`src/rtl/regfile_writeback_if.sv`:
```
// Write-back bus: ALU results, load issue/response, decode hazard query, register-file write port.
// WB_BYPASS_EN adds the decode forwarding outputs.
interface regfile_writeback_if #(
  parameter int XLEN = 32
);
  logic            alu_wr_en_i;
  logic [4:0]      alu_rd_i;
  logic [XLEN-1:0] alu_data_i;
  logic            ld_issue_i;
  logic [4:0]      ld_rd_i;
  logic            ld_rsp_valid_i;
  logic [4:0]      ld_rsp_rd_i;
  logic [XLEN-1:0] ld_rsp_data_i;
  logic            ld_rsp_ready_o;
  logic [4:0]      dec_rs1_i;
  logic [4:0]      dec_rs2_i;
  logic [4:0]      dec_rd_i;
  logic            stall_o;
  logic            wr_en_o;
  logic [4:0]      rd_addr_o;
  logic [XLEN-1:0] wr_data_o;
`ifdef WB_BYPASS_EN
  logic            fwd1_hit_o;
  logic [XLEN-1:0] fwd1_data_o;
  logic            fwd2_hit_o;
  logic [XLEN-1:0] fwd2_data_o;
`endif

  modport master (
    output alu_wr_en_i, alu_rd_i, alu_data_i,
    output ld_issue_i, ld_rd_i,
    output ld_rsp_valid_i, ld_rsp_rd_i, ld_rsp_data_i,
    output dec_rs1_i, dec_rs2_i, dec_rd_i,
    input  ld_rsp_ready_o, stall_o, wr_en_o, rd_addr_o, wr_data_o
`ifdef WB_BYPASS_EN
    , input fwd1_hit_o, fwd1_data_o, fwd2_hit_o, fwd2_data_o
`endif
  );

  modport slave (
    input  alu_wr_en_i, alu_rd_i, alu_data_i,
    input  ld_issue_i, ld_rd_i,
    input  ld_rsp_valid_i, ld_rsp_rd_i, ld_rsp_data_i,
    input  dec_rs1_i, dec_rs2_i, dec_rd_i,
    output ld_rsp_ready_o, stall_o, wr_en_o, rd_addr_o, wr_data_o
`ifdef WB_BYPASS_EN
    , output fwd1_hit_o, fwd1_data_o, fwd2_hit_o, fwd2_data_o
`endif
  );
endinterface

```
`src/rtl/regfile_writeback.sv`:
```
// Register-file write port: ALU > queued load > direct load, 1-cycle registered output, pending-load scoreboard.
// Backpressure: ld_rsp_ready_o drops when the load queue is full or in reset; WB_BYPASS_EN adds forwarding.
module regfile_writeback #(
  parameter int XLEN     = 32,
  parameter int LQ_DEPTH = 2
) (
  input logic               clk,
  input logic               reset,
  regfile_writeback_if.slave wb
);
  localparam int PW = (LQ_DEPTH > 1) ? $clog2(LQ_DEPTH) : 1;
  localparam int CW = $clog2(LQ_DEPTH + 1);
  localparam logic [CW-1:0] DEPTH_C  = CW'(LQ_DEPTH);
  localparam logic [PW-1:0] PTR_LAST = PW'(LQ_DEPTH - 1);

  logic [4:0]      lq_rd_q   [LQ_DEPTH];
  logic [4:0]      lq_rd_d   [LQ_DEPTH];
  logic [XLEN-1:0] lq_data_q [LQ_DEPTH];
  logic [XLEN-1:0] lq_data_d [LQ_DEPTH];
  logic [PW-1:0]   head_q, head_d, tail_q, tail_d;
  logic [CW-1:0]   count_q, count_d;
  logic [31:0]     busy_q, busy_d;
  logic            wr_en_q, wr_en_d;
  logic [4:0]      rd_addr_q, rd_addr_d;
  logic [XLEN-1:0] wr_data_q, wr_data_d;

  logic            rsp_rdy, rsp_acc, push, pop, ld_sel, sel_vld;
  logic [4:0]      sel_rd;
  logic [XLEN-1:0] sel_data;

  assign rsp_rdy = !reset && (count_q < DEPTH_C);
  assign rsp_acc = wb.ld_rsp_valid_i && rsp_rdy;

  always_comb begin
    push     = 1'b0;
    pop      = 1'b0;
    ld_sel   = 1'b0;
    sel_vld  = 1'b0;
    sel_rd   = '0;
    sel_data = '0;
    if (wb.alu_wr_en_i) begin
      sel_vld  = 1'b1;
      sel_rd   = wb.alu_rd_i;
      sel_data = wb.alu_data_i;
      push     = rsp_acc;
    end else if (count_q != '0) begin
      sel_vld  = 1'b1;
      ld_sel   = 1'b1;
      pop      = 1'b1;
      sel_rd   = lq_rd_q[head_q];
      sel_data = lq_data_q[head_q];
      push     = rsp_acc;
    end else if (rsp_acc) begin
      // Empty queue: the response bypasses storage and goes straight out.
      sel_vld  = 1'b1;
      ld_sel   = 1'b1;
      sel_rd   = wb.ld_rsp_rd_i;
      sel_data = wb.ld_rsp_data_i;
    end
    wr_en_d   = sel_vld && (sel_rd != 5'd0);
    rd_addr_d = wr_en_d ? sel_rd : 5'd0;
    wr_data_d = wr_en_d ? sel_data : '0;
  end

  always_comb begin
    lq_rd_d   = lq_rd_q;
    lq_data_d = lq_data_q;
    head_d    = head_q;
    tail_d    = tail_q;
    if (push) begin
      lq_rd_d[tail_q]   = wb.ld_rsp_rd_i;
      lq_data_d[tail_q] = wb.ld_rsp_data_i;
      tail_d = (tail_q == PTR_LAST) ? '0 : tail_q + 1'b1;
    end
    if (pop) begin
      head_d = (head_q == PTR_LAST) ? '0 : head_q + 1'b1;
    end
    count_d = count_q + CW'(push) - CW'(pop);
  end

  // A new issue to r overrides the clear of an older load to r in the same cycle.
  always_comb begin
    busy_d = busy_q;
    if (ld_sel && (sel_rd != 5'd0)) busy_d[sel_rd] = 1'b0;
    if (wb.ld_issue_i && (wb.ld_rd_i != 5'd0)) busy_d[wb.ld_rd_i] = 1'b1;
    busy_d[0] = 1'b0;
  end

  always_ff @(posedge clk) begin
    if (reset) begin
      head_q    <= '0;
      tail_q    <= '0;
      count_q   <= '0;
      busy_q    <= '0;
      wr_en_q   <= 1'b0;
      rd_addr_q <= 5'd0;
      wr_data_q <= '0;
    end else begin
      head_q    <= head_d;
      tail_q    <= tail_d;
      count_q   <= count_d;
      busy_q    <= busy_d;
      wr_en_q   <= wr_en_d;
      rd_addr_q <= rd_addr_d;
      wr_data_q <= wr_data_d;
    end
  end

  always_ff @(posedge clk) begin
    lq_rd_q   <= lq_rd_d;
    lq_data_q <= lq_data_d;
  end

  assign wb.ld_rsp_ready_o = rsp_rdy;
  assign wb.wr_en_o        = wr_en_q;
  assign wb.rd_addr_o      = rd_addr_q;
  assign wb.wr_data_o      = wr_data_q;

`ifdef WB_BYPASS_EN
  assign wb.fwd1_hit_o  = wr_en_q && (rd_addr_q != 5'd0) && (rd_addr_q == wb.dec_rs1_i);
  assign wb.fwd1_data_o = wr_data_q;
  assign wb.fwd2_hit_o  = wr_en_q && (rd_addr_q != 5'd0) && (rd_addr_q == wb.dec_rs2_i);
  assign wb.fwd2_data_o = wr_data_q;
  assign wb.stall_o = busy_q[wb.dec_rs1_i] | busy_q[wb.dec_rs2_i] | busy_q[wb.dec_rd_i];
`else
  // Without forwarding, a source being written this cycle is not yet readable.
  assign wb.stall_o = busy_q[wb.dec_rs1_i] | busy_q[wb.dec_rs2_i] | busy_q[wb.dec_rd_i]
                    | (wr_en_q && (rd_addr_q != 5'd0) &&
                       ((rd_addr_q == wb.dec_rs1_i) || (rd_addr_q == wb.dec_rs2_i)));
`endif
endmodule

```
`src/flat_wrapper.sv`:
```
// flat-port wrapper written by rule: the top's interface ports become plain ports
module regfile_writeback_flat 
#(
  parameter int XLEN     = 32,
  parameter int LQ_DEPTH = 2
)
  (clk, reset, wb_alu_wr_en_i, wb_alu_rd_i, wb_alu_data_i, wb_ld_issue_i, wb_ld_rd_i, wb_ld_rsp_valid_i, wb_ld_rsp_rd_i, wb_ld_rsp_data_i, wb_dec_rs1_i, wb_dec_rs2_i, wb_dec_rd_i, wb_ld_rsp_ready_o, wb_stall_o, wb_wr_en_o, wb_rd_addr_o, wb_wr_data_o);
  regfile_writeback_if #(.XLEN(XLEN)) wb_i ();
  input logic clk;
  input logic reset;
  input wire logic [$bits(wb_i.alu_wr_en_i)-1:0] wb_alu_wr_en_i;
  input wire logic [$bits(wb_i.alu_rd_i)-1:0] wb_alu_rd_i;
  input wire logic [$bits(wb_i.alu_data_i)-1:0] wb_alu_data_i;
  input wire logic [$bits(wb_i.ld_issue_i)-1:0] wb_ld_issue_i;
  input wire logic [$bits(wb_i.ld_rd_i)-1:0] wb_ld_rd_i;
  input wire logic [$bits(wb_i.ld_rsp_valid_i)-1:0] wb_ld_rsp_valid_i;
  input wire logic [$bits(wb_i.ld_rsp_rd_i)-1:0] wb_ld_rsp_rd_i;
  input wire logic [$bits(wb_i.ld_rsp_data_i)-1:0] wb_ld_rsp_data_i;
  input wire logic [$bits(wb_i.dec_rs1_i)-1:0] wb_dec_rs1_i;
  input wire logic [$bits(wb_i.dec_rs2_i)-1:0] wb_dec_rs2_i;
  input wire logic [$bits(wb_i.dec_rd_i)-1:0] wb_dec_rd_i;
  output wire logic [$bits(wb_i.ld_rsp_ready_o)-1:0] wb_ld_rsp_ready_o;
  output wire logic [$bits(wb_i.stall_o)-1:0] wb_stall_o;
  output wire logic [$bits(wb_i.wr_en_o)-1:0] wb_wr_en_o;
  output wire logic [$bits(wb_i.rd_addr_o)-1:0] wb_rd_addr_o;
  output wire logic [$bits(wb_i.wr_data_o)-1:0] wb_wr_data_o;
  assign wb_i.alu_wr_en_i = wb_alu_wr_en_i;
  assign wb_i.alu_rd_i = wb_alu_rd_i;
  assign wb_i.alu_data_i = wb_alu_data_i;
  assign wb_i.ld_issue_i = wb_ld_issue_i;
  assign wb_i.ld_rd_i = wb_ld_rd_i;
  assign wb_i.ld_rsp_valid_i = wb_ld_rsp_valid_i;
  assign wb_i.ld_rsp_rd_i = wb_ld_rsp_rd_i;
  assign wb_i.ld_rsp_data_i = wb_ld_rsp_data_i;
  assign wb_i.dec_rs1_i = wb_dec_rs1_i;
  assign wb_i.dec_rs2_i = wb_dec_rs2_i;
  assign wb_i.dec_rd_i = wb_dec_rd_i;
  assign wb_ld_rsp_ready_o = wb_i.ld_rsp_ready_o;
  assign wb_stall_o = wb_i.stall_o;
  assign wb_wr_en_o = wb_i.wr_en_o;
  assign wb_rd_addr_o = wb_i.rd_addr_o;
  assign wb_wr_data_o = wb_i.wr_data_o;
  regfile_writeback #(.XLEN(XLEN), .LQ_DEPTH(LQ_DEPTH)) u_core (.clk(clk), .reset(reset), .wb(wb_i));
endmodule
```
`config.mk`:
```
export PLATFORM = sky130hd
export DESIGN_NAME = regfile_writeback_flat
export DESIGN_NICKNAME = d
export VERILOG_FILES = /design/src/rtl/regfile_writeback_if.sv /design/src/rtl/regfile_writeback.sv /design/src/flat_wrapper.sv
export SDC_FILE = /design/constraint.sdc
export NUM_CORES = 1
export LEC_CHECK = 0
export ABC_AREA = 1
export CORE_ASPECT_RATIO = 1.25
export CORE_MARGIN = 8
export CORE_UTILIZATION = 50
export DETAILED_ROUTE_END_ITERATION = 8
export DONT_BUFFER_PORTS = 1
export MAX_ROUTING_LAYER = met4
export PLACE_DENSITY = 0.68
export SLEW_MARGIN = 20
export SYNTH_ARGS = -nofsm -noshare
export SYNTH_HDL_FRONTEND = slang
export SYNTH_SLANG_ARGS = --single-unit
```
`constraint.sdc`:
```
create_clock -name clk -period 2.6 [get_ports clk]
set_input_delay 0.13 -clock clk [delete_from_list [all_inputs] [get_ports clk]]
set_output_delay 0.13 -clock clk [all_outputs]
set_load 0.01 [all_outputs]
```
# == Word level (Yosys, flattened, before mapping) ==
# Cells that the tools add are included.
# W data, S select, Z words.
# op_classes
reduce_logical,17
eq_ne,2
order_cmp,11
muxes,40
bitwise_logic,9
add_sub_neg,4
# op_table
operator,n
$mux W32,9
$bwmux W64,1
$mux W5,7
$and A32 B32 Y32,1
$demux W32 S1,1
$not A32 Y32,1
$or A32 B32 Y32,1
$lt A5 B6 Y1 const B,5
$bmux W1 S5,3
$mux W1,15
$reduce_bool A5 Y1,3
$bwmux W10,1
$demux W1 S5,2
$eq A5 B5 Y1,2
$ge A5 B1 Y1 const B,2
$logic_and A1 B1 Y1,10
$demux W5 S1,1
$ge A2 B2 Y1 const B,2
$not A1 Y2,2
$or A1 B1 Y1,3
$add A1 B1 Y1 const B,2
$add A2 B1 Y2,1
$lt A2 B1 Y1 const B,1
$lt A2 B2 Y1 const B,1
other kinds (6),6
# totals
inputBits,99
register_bits,148
elab_cells,95

# == Depth between registers and ports, before layout ==
# Gate-level depths: netlist (run 1).
# depth
depth_word,15
ltp_mapped,12

# == Worst setup path after synthesis (run 1) ==
# No wires, ideal clock.
# synth_timing
path_type,register to register
start,register u_core.count_q[1]
end,"register u_core.lq_data_q[0] (netlist name), enable pin"
stages_incl_launch_ff,6
t_arrival_ps,2490
period_less_slack_ps,2923
n_path_buf,0
required_time_ps,2167
setup_time_ps,433
slack_ps,-323
path_cell_list,dfxtp_1 nor2_4 nand2_4 nor2_1 inv_1 nor2_1
# synth_between
elab_chain_len,5
elab_cells_between_ends,6
cone_classes,order compare (1); mux (2); reduce/logical (3)
# synth_lines
item,line_no,text
from (decl),regfile_writeback.sv:21,"logic [CW-1:0] count_q, count_d;"
from (signal assigned),regfile_writeback.sv:101,count_q <= count_d;
$lt A2 B2 Y1 *,regfile_writeback.sv:31,assign rsp_rdy = !reset && (count_q < DEPTH_C);
$logic_and A1 B1 Y1 *,regfile_writeback.sv:31,
named net wb_ld_rsp_ready_o,flat_wrapper.sv:22,output wire logic [$bits(wb_i.ld_rsp_ready_o)-1:0] wb_ld_rsp_ready_o;
$logic_and A1 B1 Y1 *,regfile_writeback.sv:32,assign rsp_acc = wb.ld_rsp_valid_i && rsp_rdy;
$mux W1,regfile_writeback.sv:46,end else if (count_q != '0) begin
$mux W1 *,regfile_writeback.sv:41,if (wb.alu_wr_en_i) begin
to (signal assigned),regfile_writeback.sv:111,lq_data_q <= lq_data_d;
to (decl),regfile_writeback.sv:18,logic [XLEN-1:0] lq_data_q [LQ_DEPTH];
# Mark *: on every way through the listed nets, which the timed path passes. The rest lies on a longest branch.
# A chain may end at the register's enable or synchronous reset.

# == Worst setup path in the final report (run 1) ==
# layout_timing
start,register u_core.count_q[1]
end,register u_core.busy_q[28]
# layout_between
elab_chain_len,15
elab_cells_between_ends,22
cone_classes,order compare (3); mux (10); bitwise (3); reduce/logical (6)
# layout_lines
item,line_no,text
$lt A2 B2 Y1,regfile_writeback.sv:31,
$logic_and A1 B1 Y1,regfile_writeback.sv:31,
$logic_and A1 B1 Y1,regfile_writeback.sv:32,
$mux W5,regfile_writeback.sv:53,end else if (rsp_acc) begin
$mux W5,regfile_writeback.sv:46,
$mux W5,regfile_writeback.sv:41,
$lt A5 B6 Y1 (implied by the code) or $ge A5 B1 Y1 (tied branches),regfile_writeback.sv:84,if (ld_sel && (sel_rd != 5'd0)) busy_d[sel_rd] = 1'b0;
$logic_and A1 B1 Y1 (implied by the code),regfile_writeback.sv:84,
$mux W1 (implied by the code),regfile_writeback.sv:84,
$demux W1 S5,--,
$not A32 Y32 (no line),--,
$and A32 B32 Y32 (no line),--,
$mux W32 *,regfile_writeback.sv:84,
$or A32 B32 Y32 (no line),--,
$mux W32 *,regfile_writeback.sv:85,if (wb.ld_issue_i && (wb.ld_rd_i != 5'd0)) busy_d[wb.ld_rd_i] = 1'b1;
to (signal assigned),regfile_writeback.sv:102,busy_q <= busy_d;
to (decl),regfile_writeback.sv:22,"logic [31:0] busy_q, busy_d;"
# Every way passes the cells marked *; elsewhere a longest branch is shown, timed or not.

==> impl_summary.log, run 1 <==
INFO  metric synth_fp_nets = 978
INFO  metric outcome = completed
INFO  metric clock_sink_count = 147
INFO  metric timing.critical_path.arrival = 2.71 ns
INFO  metric floorplan.die.height = 149.4 um
INFO  metric avgSynthCellArea = 8.121 um^2
INFO  metric finalMaxSlewViolations = 0
INFO  metric drtIter0Drc = 597
INFO  metric cts_tree = yes
INFO  metric die-area = 18340 um^2
INFO  metric net-switching-power = 2156 uW
INFO  metric syn_area = 7122 um^2
INFO  metric place_hpwl = 13.58 mm
INFO  metric clock_power_share = 0.332
INFO  metric timing.hold.worst.class = input pin to flip-flop
INFO  metric routedWlPerCell = 17.90 um
INFO  metric p_int = 4648 uW
INFO  metric slew-limit-headroom = 0.5168
INFO  metric grt_pass1_wl = 32.26 mm
INFO  metric grt_pass1_vias = 6265
INFO  metric numCtsBuffers = 17
INFO  metric power-per-cell-area = 770.9 nW/um^2
INFO  metric cap_viol_max_count = 0
INFO  metric yosys.area_share.adder = 0.003514
INFO  metric static-leakage-power = 0.003647 uW
INFO  metric fill_cells = 1154
INFO  metric vias = 6427
INFO  metric power.sequential.fraction = 0.421
INFO  metric fin_crit = 2.351 ns
INFO  metric multi_input_area = 2995 um^2
INFO  metric fin_setup_tns = 0 ns
INFO  metric ys_seq_area_frac = 0.5172
INFO  metric setup.worst_path.end_class = flip-flop
INFO  metric cts.path.max_buffers = 2
INFO  metric cts.clk_slew.worst_paths = 0.06 ns
INFO  metric max_h_tree_level = 4
INFO  metric worstPathRequired = 2.96 ns
INFO  metric die_x = 122.7 um
INFO  metric share_comb_of_total_power = 0.247
INFO  metric tightest_slew = 0.7221 ns
INFO  metric power_switching_share = 0.3168
INFO  metric placer_congestion_estimate = 0.9239
INFO  metric clock-skew-final = 0.008459 ns
INFO  metric synthXorXnorAreaFrac = 0.008609
INFO  metric grt.overflow.total = 0
INFO  metric remaining_drc_errors = 0
INFO  metric fin_crit_sh = 0.9043
INFO  metric fmax = 425.3 MHz
INFO  metric critPathLaunchType = flip-flop
INFO  metric antenna_left = 0
INFO  metric vdd.ir_drop.worst = 0.0006049 V
INFO  metric synth_compound_area_frac = 0.1256
INFO  metric ctsRootBufferMaster = clkbuf_16
INFO  metric critPathKind = flip-flop to flip-flop
INFO  metric vias_per_cell = 5.526
INFO  metric yosys.area_share.simple = 0.2804
INFO  metric setup_viol = 0
INFO  metric path_max_fanout = 11
INFO  metric finish.net_count = 1075
INFO  metric hold_viol_final = 0
INFO  metric synth_cells = 877
INFO  metric place.detailed.instances = 1027
INFO  metric core_rows = 48
INFO  metric grt_setup_unrepaired = false
INFO  metric final-seq-area = 3684 um^2
INFO  metric clk-insertion-delay-late = 0.42 ns
INFO  metric start_util = 0.5133
INFO  metric main_combinational_cell_family_by_area_after_synthesis = simple AND/OR/NAND/NOR gates
INFO  metric fraction_of_layout_cells_with_a_size_suffix_above_1 = 0.08713
INFO  metric num_io_pins = 139
INFO  metric layout-area-overhead-vs-synth = 23.93%
INFO  metric grt_antenna_before_repair = 0
INFO  metric synth_cell_type_count = 35
INFO  metric firstDrtPassIters = 6
INFO  metric io_buffers = 0
INFO  metric fp.coreArea = 13870 um^2
INFO  metric final-instance-count-excl-fill = 1163
INFO  metric grt_use_total = 0.2339
INFO  metric muxShareOfSynthArea = 0
INFO  metric drt-total-wl = 20.82 mm
INFO  metric hold-worst-slack = 0.01015 ns
INFO  metric postSynthRegisterBits = 147
INFO  metric ys_warn_count = 0
INFO  metric grt_start_max_net_pins = 40
## cells in the final DEF, fill, tap and decap left out, types with 14 or more instances in the layout
cell type	instances
nand2_1	309
edfxtp_1	74
nor2_2	21
a22o_1	32
buf_4	17
inv_1	66
clkbuf_16	17
dlygate4sd3_1	96
a21oi_1	78
o21ai_0	14
nand3_1	66
nor2_1	53
dfxtp_1	73
## power by group through the flow
stage,Combinational [uW],Clock (uW),Sequential [uW]
after floorplan,1100,0,2870
after global placement,1340,0,2920
after detailed placement,1360,0,2920
after CTS,1610,2270,2870
after global routing,1870,2360,2890
final,1680,2260,2870
## stage by stage
stage	power (uW)	area [um^2]	utilization	worst slack (ns)
floorplan	3972	7127	-	0.2892
global placement	4261	7252	0.5227	0.4847
detailed placement	4286	7252	0.5227	0.4593
CTS	6751	8776	0.6326	0.02993
global route	7114	8823	0.6360	0.09656
finish	6804	8826	0.6362	0.2489
## path summary, 6_finish.rpt
kind | depth (start not counted) | slack [ns] | to | start
max | 11 | 0.25 | u_core.busy_q[28] | u_core.count_q[1]
max reg2reg | 11 | 0.25 | u_core.busy_q[28] | u_core.count_q[1]
min | 3 | 0.01 | u_core.wb.wr_data_o[0] | wb_alu_data_i[0]
min reg2reg | 2 | 0.46 | u_core.busy_q[14] | u_core.busy_q[14]
## synthesized netlist by cell type (all sizes together)
cell type  count  area [um^2]
nor3           7        35.03
clkinv         2        7.510
a21boi         1        7.510
a21oi         81        431.7
edfxtp        74         2222
nand4          3        18.77
or2            2        12.51
nand3         67        340.3
o211ai        13        97.59
ha             2        25.02
dfxtp         73         1461
o21ai         14        70.07
clkbuf        26        97.59
buf           10        88.83
nor3b          1        7.510
o21bai         1        7.510
nand2        311         1182
nor2          81        400.4
xor2           5        43.79
xnor2          2        17.52
inv           69        266.5
a22o          32        280.3
## state kept, by name, indices dropped and copies added (netlist names)
register and count:
u_core.lq_rd_q 10, u_core.lq_data_q 64, u_core.wb.wr_en_o 1, u_core.count_q 2, u_core.tail_q 1, u_core.wb.rd_addr_o 5
u_core.wb.wr_data_o 32, u_core.busy_q 31, u_core.head_q 1
## metal layers
metal  track usage  share of wire
met1        0.2618           0.39
met2        0.3849           0.50
met3       0.06071          0.079
met4        0.1032          0.030
met5             -              0
## timing repair
item / CTS / global route
gates resized for setup: 0 / 1
setup buffers: 0 / 6
setup endpoints to repair: 0 / 1
endpoints found under the hold margin: 144 / 0
hold buffers: 97 / 0
## area by class of cell
class | count | area share
flip-flops and latches | 147 | 0.4174
clock inverters | 13 | 0.01248
diodes | 1 | 0.0002835
repair buffers | 114 | 0.1256
clock buffers | 19 | 0.04905
inverters | 71 | 0.03105
well taps | 175 | 0.02481
multi-input cells | 623 | 0.3394
## worst max-delay path: stages (launching register included)
cell and delay (ns):
dfxtp_1 0.38, nor2_4 0.19, nor2_4 0.08, buf_4 0.19, nand2_1 0.08, nand2_1 0.09
a21oi_4 0.33, nor2_1 0.16, nand2_1 0.08, nand2_1 0.05, a21oi_1 0.11, dlygate4sd3_1 0.56
## kinds of logic after synthesis
family          after synthesis
simple gates                472
flops                       147
compound gates              142
buf+inv                     107
xor+xnor                      7
fa+ha+maj                     2
(Power assumes the default switching activity.)
==> run 2, diff against run 1 <==
--- a/config.mk
+++ b/config.mk
@@ -12,7 +12,7 @@
 export DETAILED_ROUTE_END_ITERATION = 8
 export DONT_BUFFER_PORTS = 1
 export MAX_ROUTING_LAYER = met4
-export PLACE_DENSITY = 0.68
+export PLACE_DENSITY = 0.62
 export SLEW_MARGIN = 20
 export SYNTH_ARGS = -nofsm -noshare
 export SYNTH_HDL_FRONTEND = slang
==> constraint.sdc (replaced) <==
create_clock -name clk -period 2.25 [get_ports clk]
set_input_delay 0.1125 -clock clk [delete_from_list [all_inputs] [get_ports clk]]
set_output_delay 0.1125 -clock clk [all_outputs]
set_load 0.01 [all_outputs]
==> run 2 against run 1 <==
Against the previous run: setup slack got worse by 0.056 ns; total power rose by 17%; cell area fell by 1.9%; clock power rose by 27%; register-to-register slack got worse by 0.06 ns; first-iteration DRC count fell by 23%; non-clock buffer count fell by 25; worst hold slack improved by 0.0024 ns; sequential share of layout area rose by 0.84 points; maximum frequency rose by 14%; final cell count fell by 2.2%; clock skew fell by 0.0026 ns; critical path type unchanged; largest cell class unchanged.
==> impl_summary.log, run 2 (synthesis results as in run 1) <==
INFO  metric antenna_left = 0 (unchanged)
INFO  metric path_max_fanout = 36 (+25)
INFO  metric core_rows = 48 (unchanged)
INFO  metric ctsResizeCount = 0 (unchanged)
INFO  metric placer_congestion_estimate = 0.9146 (-1.0%)
INFO  metric setup_viol = 0 (unchanged)
INFO  metric setup.worst_path.end_class = flip-flop
INFO  metric postPlaceCellArea = 7276 um^2 (+0.33%)
INFO  metric grt_setup_unrepaired = false
INFO  metric worst_path_dominant_cell_family = simple AND/OR/NAND/NOR gates
INFO  metric cts.clk_slew.worst_paths = 0.06 ns (about the same)
INFO  metric firstDrtPassIters = 5 (-1)
INFO  metric max_h_tree_level = 4 (unchanged)
INFO  metric max_stage_delay = 0.46 ns (-0.10 ns)
INFO  metric ctsRootBufferMaster = clkbuf_16
INFO  metric power.sequential.fraction = 0.419 (-0.002)
INFO  metric clock-skew-final = 0.005908 ns (-0.002550 ns)
INFO  metric tightest_slew = 0.6977 ns (-0.02441 ns)
INFO  metric path_buf_inv = 3 (+1)
INFO  metric slowest_stage = dfxtp_2
INFO  metric number_of_buffers_added_to_fix_hold_violations_after_cts = 75 (-23%)
INFO  metric grt_pass1_wl = 32.42 mm (+0.51%)
INFO  metric routedWlPerCell = 18.22 um (+1.8%)
INFO  metric static-leakage-power = 0.003543 uW (-2.8%)
INFO  metric cts.path.max_buffers = 2 (unchanged)
INFO  metric cts_tree = yes
INFO  metric postLayoutCellArea = 8655 um^2 (-1.9%)
INFO  metric hold-worst-slack = 0.01254 ns (+0.002394 ns)
INFO  metric share_comb_of_total_power = 0.220 (-0.027)
INFO  metric clk-insertion-delay-late = 0.42 ns (about the same)
INFO  metric top_register = u_core.lq_data_q
INFO  metric fin_crit = 2.057 ns (-0.2944 ns)
INFO  metric die_x = 122.7 um (unchanged)
INFO  metric grt_start_max_net_pins = 38 (-5.0%)
INFO  metric fin_crit_sh = 0.9141 (+0.009809)
INFO  metric fraction_of_layout_cells_with_a_size_suffix_above_1 = 0.08940 (+0.002264)
INFO  metric io_buffers = 0 (unchanged)
INFO  metric fmax = 486.2 MHz (+14%)
INFO  metric floorplan.die.height = 149.4 um (unchanged)
INFO  metric worstPathRequired = 2.54 ns (-0.42 ns)
INFO  metric clock_power_share = 0.361 (+0.029)
INFO  metric die-area = 18340 um^2 (unchanged)
INFO  metric vdd.ir_drop.worst = 0.0006087 V (+0.64%)
INFO  metric p_int = 5477 uW (+18%)
INFO  metric outcome = completed
INFO  metric fin_setup_tns = 0 ns (unchanged)
INFO  metric crit_path_cell_trace = inv_2 -> nand2_1 -> nand2_1 -> nand2_1 -> nand2_1 -> a21oi_4 -> inv_4 -> nor2_4 -> a21oi_4 -> inv_6 -> nor2_1
INFO  metric hold_viol_final = 0 (unchanged)
INFO  metric drt-total-wl = 20.72 mm (-0.49%)
INFO  metric numCtsBuffers = 17 (unchanged)
INFO  metric num_io_pins = 139 (unchanged)
INFO  metric layout-area-overhead-vs-synth = 21.52%
INFO  metric drtIter0Drc = 460 (-23%)
INFO  metric clock_sink_count = 147 (unchanged)
INFO  metric diodes = 0 (-1)
INFO  metric critPathLaunchType = flip-flop
INFO  metric cts_post_setup_buffers_inserted = 0 (unchanged)
INFO  metric critPathKind = flip-flop to flip-flop
INFO  metric largest_register_ffs = 64 (unchanged)
INFO  metric grt_use_total = 0.2357 (+0.001827)
INFO  metric finalMaxSlewViolations = 0 (unchanged)
INFO  metric power-per-cell-area = 917.3 nW/um^2 (+19%)
INFO  metric remaining_drc_errors = 0 (unchanged)
INFO  metric cap_viol_max_count = 0 (unchanged)
INFO  metric slew-limit-headroom = 0.5332 (+0.01633)
INFO  metric start_util = 0.5133 (unchanged)
INFO  metric fp.coreArea = 13870 um^2 (unchanged)
INFO  metric power_switching_share = 0.3102 (-0.006678)
INFO  metric most_prevalent_standard_cell_on_the_critical_path = nand2_1
INFO  metric timing.hold.worst.class = input pin to flip-flop
INFO  metric vias = 6257 (-2.6%)
INFO  metric net-switching-power = 2462 uW (+14%)
INFO  metric finish.net_count = 1050 (-2.3%)
INFO  metric layout.cells.most_common = nand2_1
INFO  metric place_hpwl = 14.61 mm (+7.5%)
INFO  metric grt_pass1_vias = 6297 (+0.51%)
INFO  metric grt.overflow.total = 0 (unchanged)
INFO  metric vias_per_cell = 5.503 (-0.42%)
INFO  metric layout.cells.most_common_list = nand2_1, a21oi_1, edfxtp_1
INFO  metric grt_antenna_before_repair = 0 (unchanged)
INFO  metric timing.critical_path.arrival = 2.35 ns (-0.36 ns)
-- run 2: changes by cell type in the layout (fill, tap and decap cells not counted), sizes merged --
cell         change
dlygate4sd3     -23
buf              -2
bufinv           +2
clkbuf           -2
clkinv           +2
clkinvlp         -2
diode            -1
-- run 2: per-stage QoR --
step / worst slack [ns] / utilization / cells / total power, uW
2_1_floorplan: -0.06081 / - / 877 / 4589
4_1_cts: 0.2009 / 0.6238 / 1137 / 7987
3_5_place_dp: 0.2038 / 0.5244 / 1030 / 4966
3_3_place_gp: 0.3094 / 0.5244 / 1030 / 4910
5_1_grt: 0.04383 / 0.6238 / 1137 / 8315
6_report: 0.1934 / 0.6238 / 1137 / 7939
-- run 2: path summary, 6_finish.rpt --
check	slack [ns]	start	cells after the start	endpoint
worst max-delay path	0.19	u_core.head_q	11	u_core.wb.wr_data_o[31]
worst min-delay path	0.01	wb_ld_rd_i[4]	4	u_core.busy_q[17]
worst max register to register	0.19	u_core.head_q	11	u_core.wb.wr_data_o[31]
worst min register to register	0.46	u_core.busy_q[25]	2	u_core.busy_q[25]
-- run 2: area by class of cell --
| class | instances | area [um^2] |
|---|---|---|
| Multi-Input combinational cell | 623 | 2993 |
| Clock inverter | 15 | 182.7 |
| Fill cell | 1175 | 5219 |
| Tap cell | 175 | 219.0 |
| Sequential cell | 147 | 3685 |
| Timing Repair Buffer | 89 | 875.8 |
| Inverter | 71 | 274.0 |
| Clock buffer | 17 | 425.4 |
-- run 2: layer usage --
layer	GRT usage	routed length, um
met5	-	0
met4	0.1252	678
met3	0.04336	1472
met2	0.4007	10580
met1	0.2557	7984
-- run 2: worst register-to-register path, stage by stage (launching register included) --
cell	delay (ns)
dfxtp_2	0.46
inv_2	0.15
nand2_1	0.09
nand2_1	0.06
nand2_1	0.06
nand2_1	0.08
a21oi_4	0.27
inv_4	0.10
nor2_4	0.17
a21oi_4	0.09
inv_6	0.30
nor2_1	0.11
-- run 2: power groups by stage --
| stage | Combinational [uW] | Clock [uW] | Sequential, uW |
|---|---|---|---|
| final | 1750 | 2870 | 3320 |
| after global routing | 1950 | 3020 | 3350 |
| after CTS | 1740 | 2920 | 3330 |
| after detailed placement | 1580 | 0 | 3390 |
| after global placement | 1530 | 0 | 3380 |
| after floorplan | 1270 | 0 | 3320 |
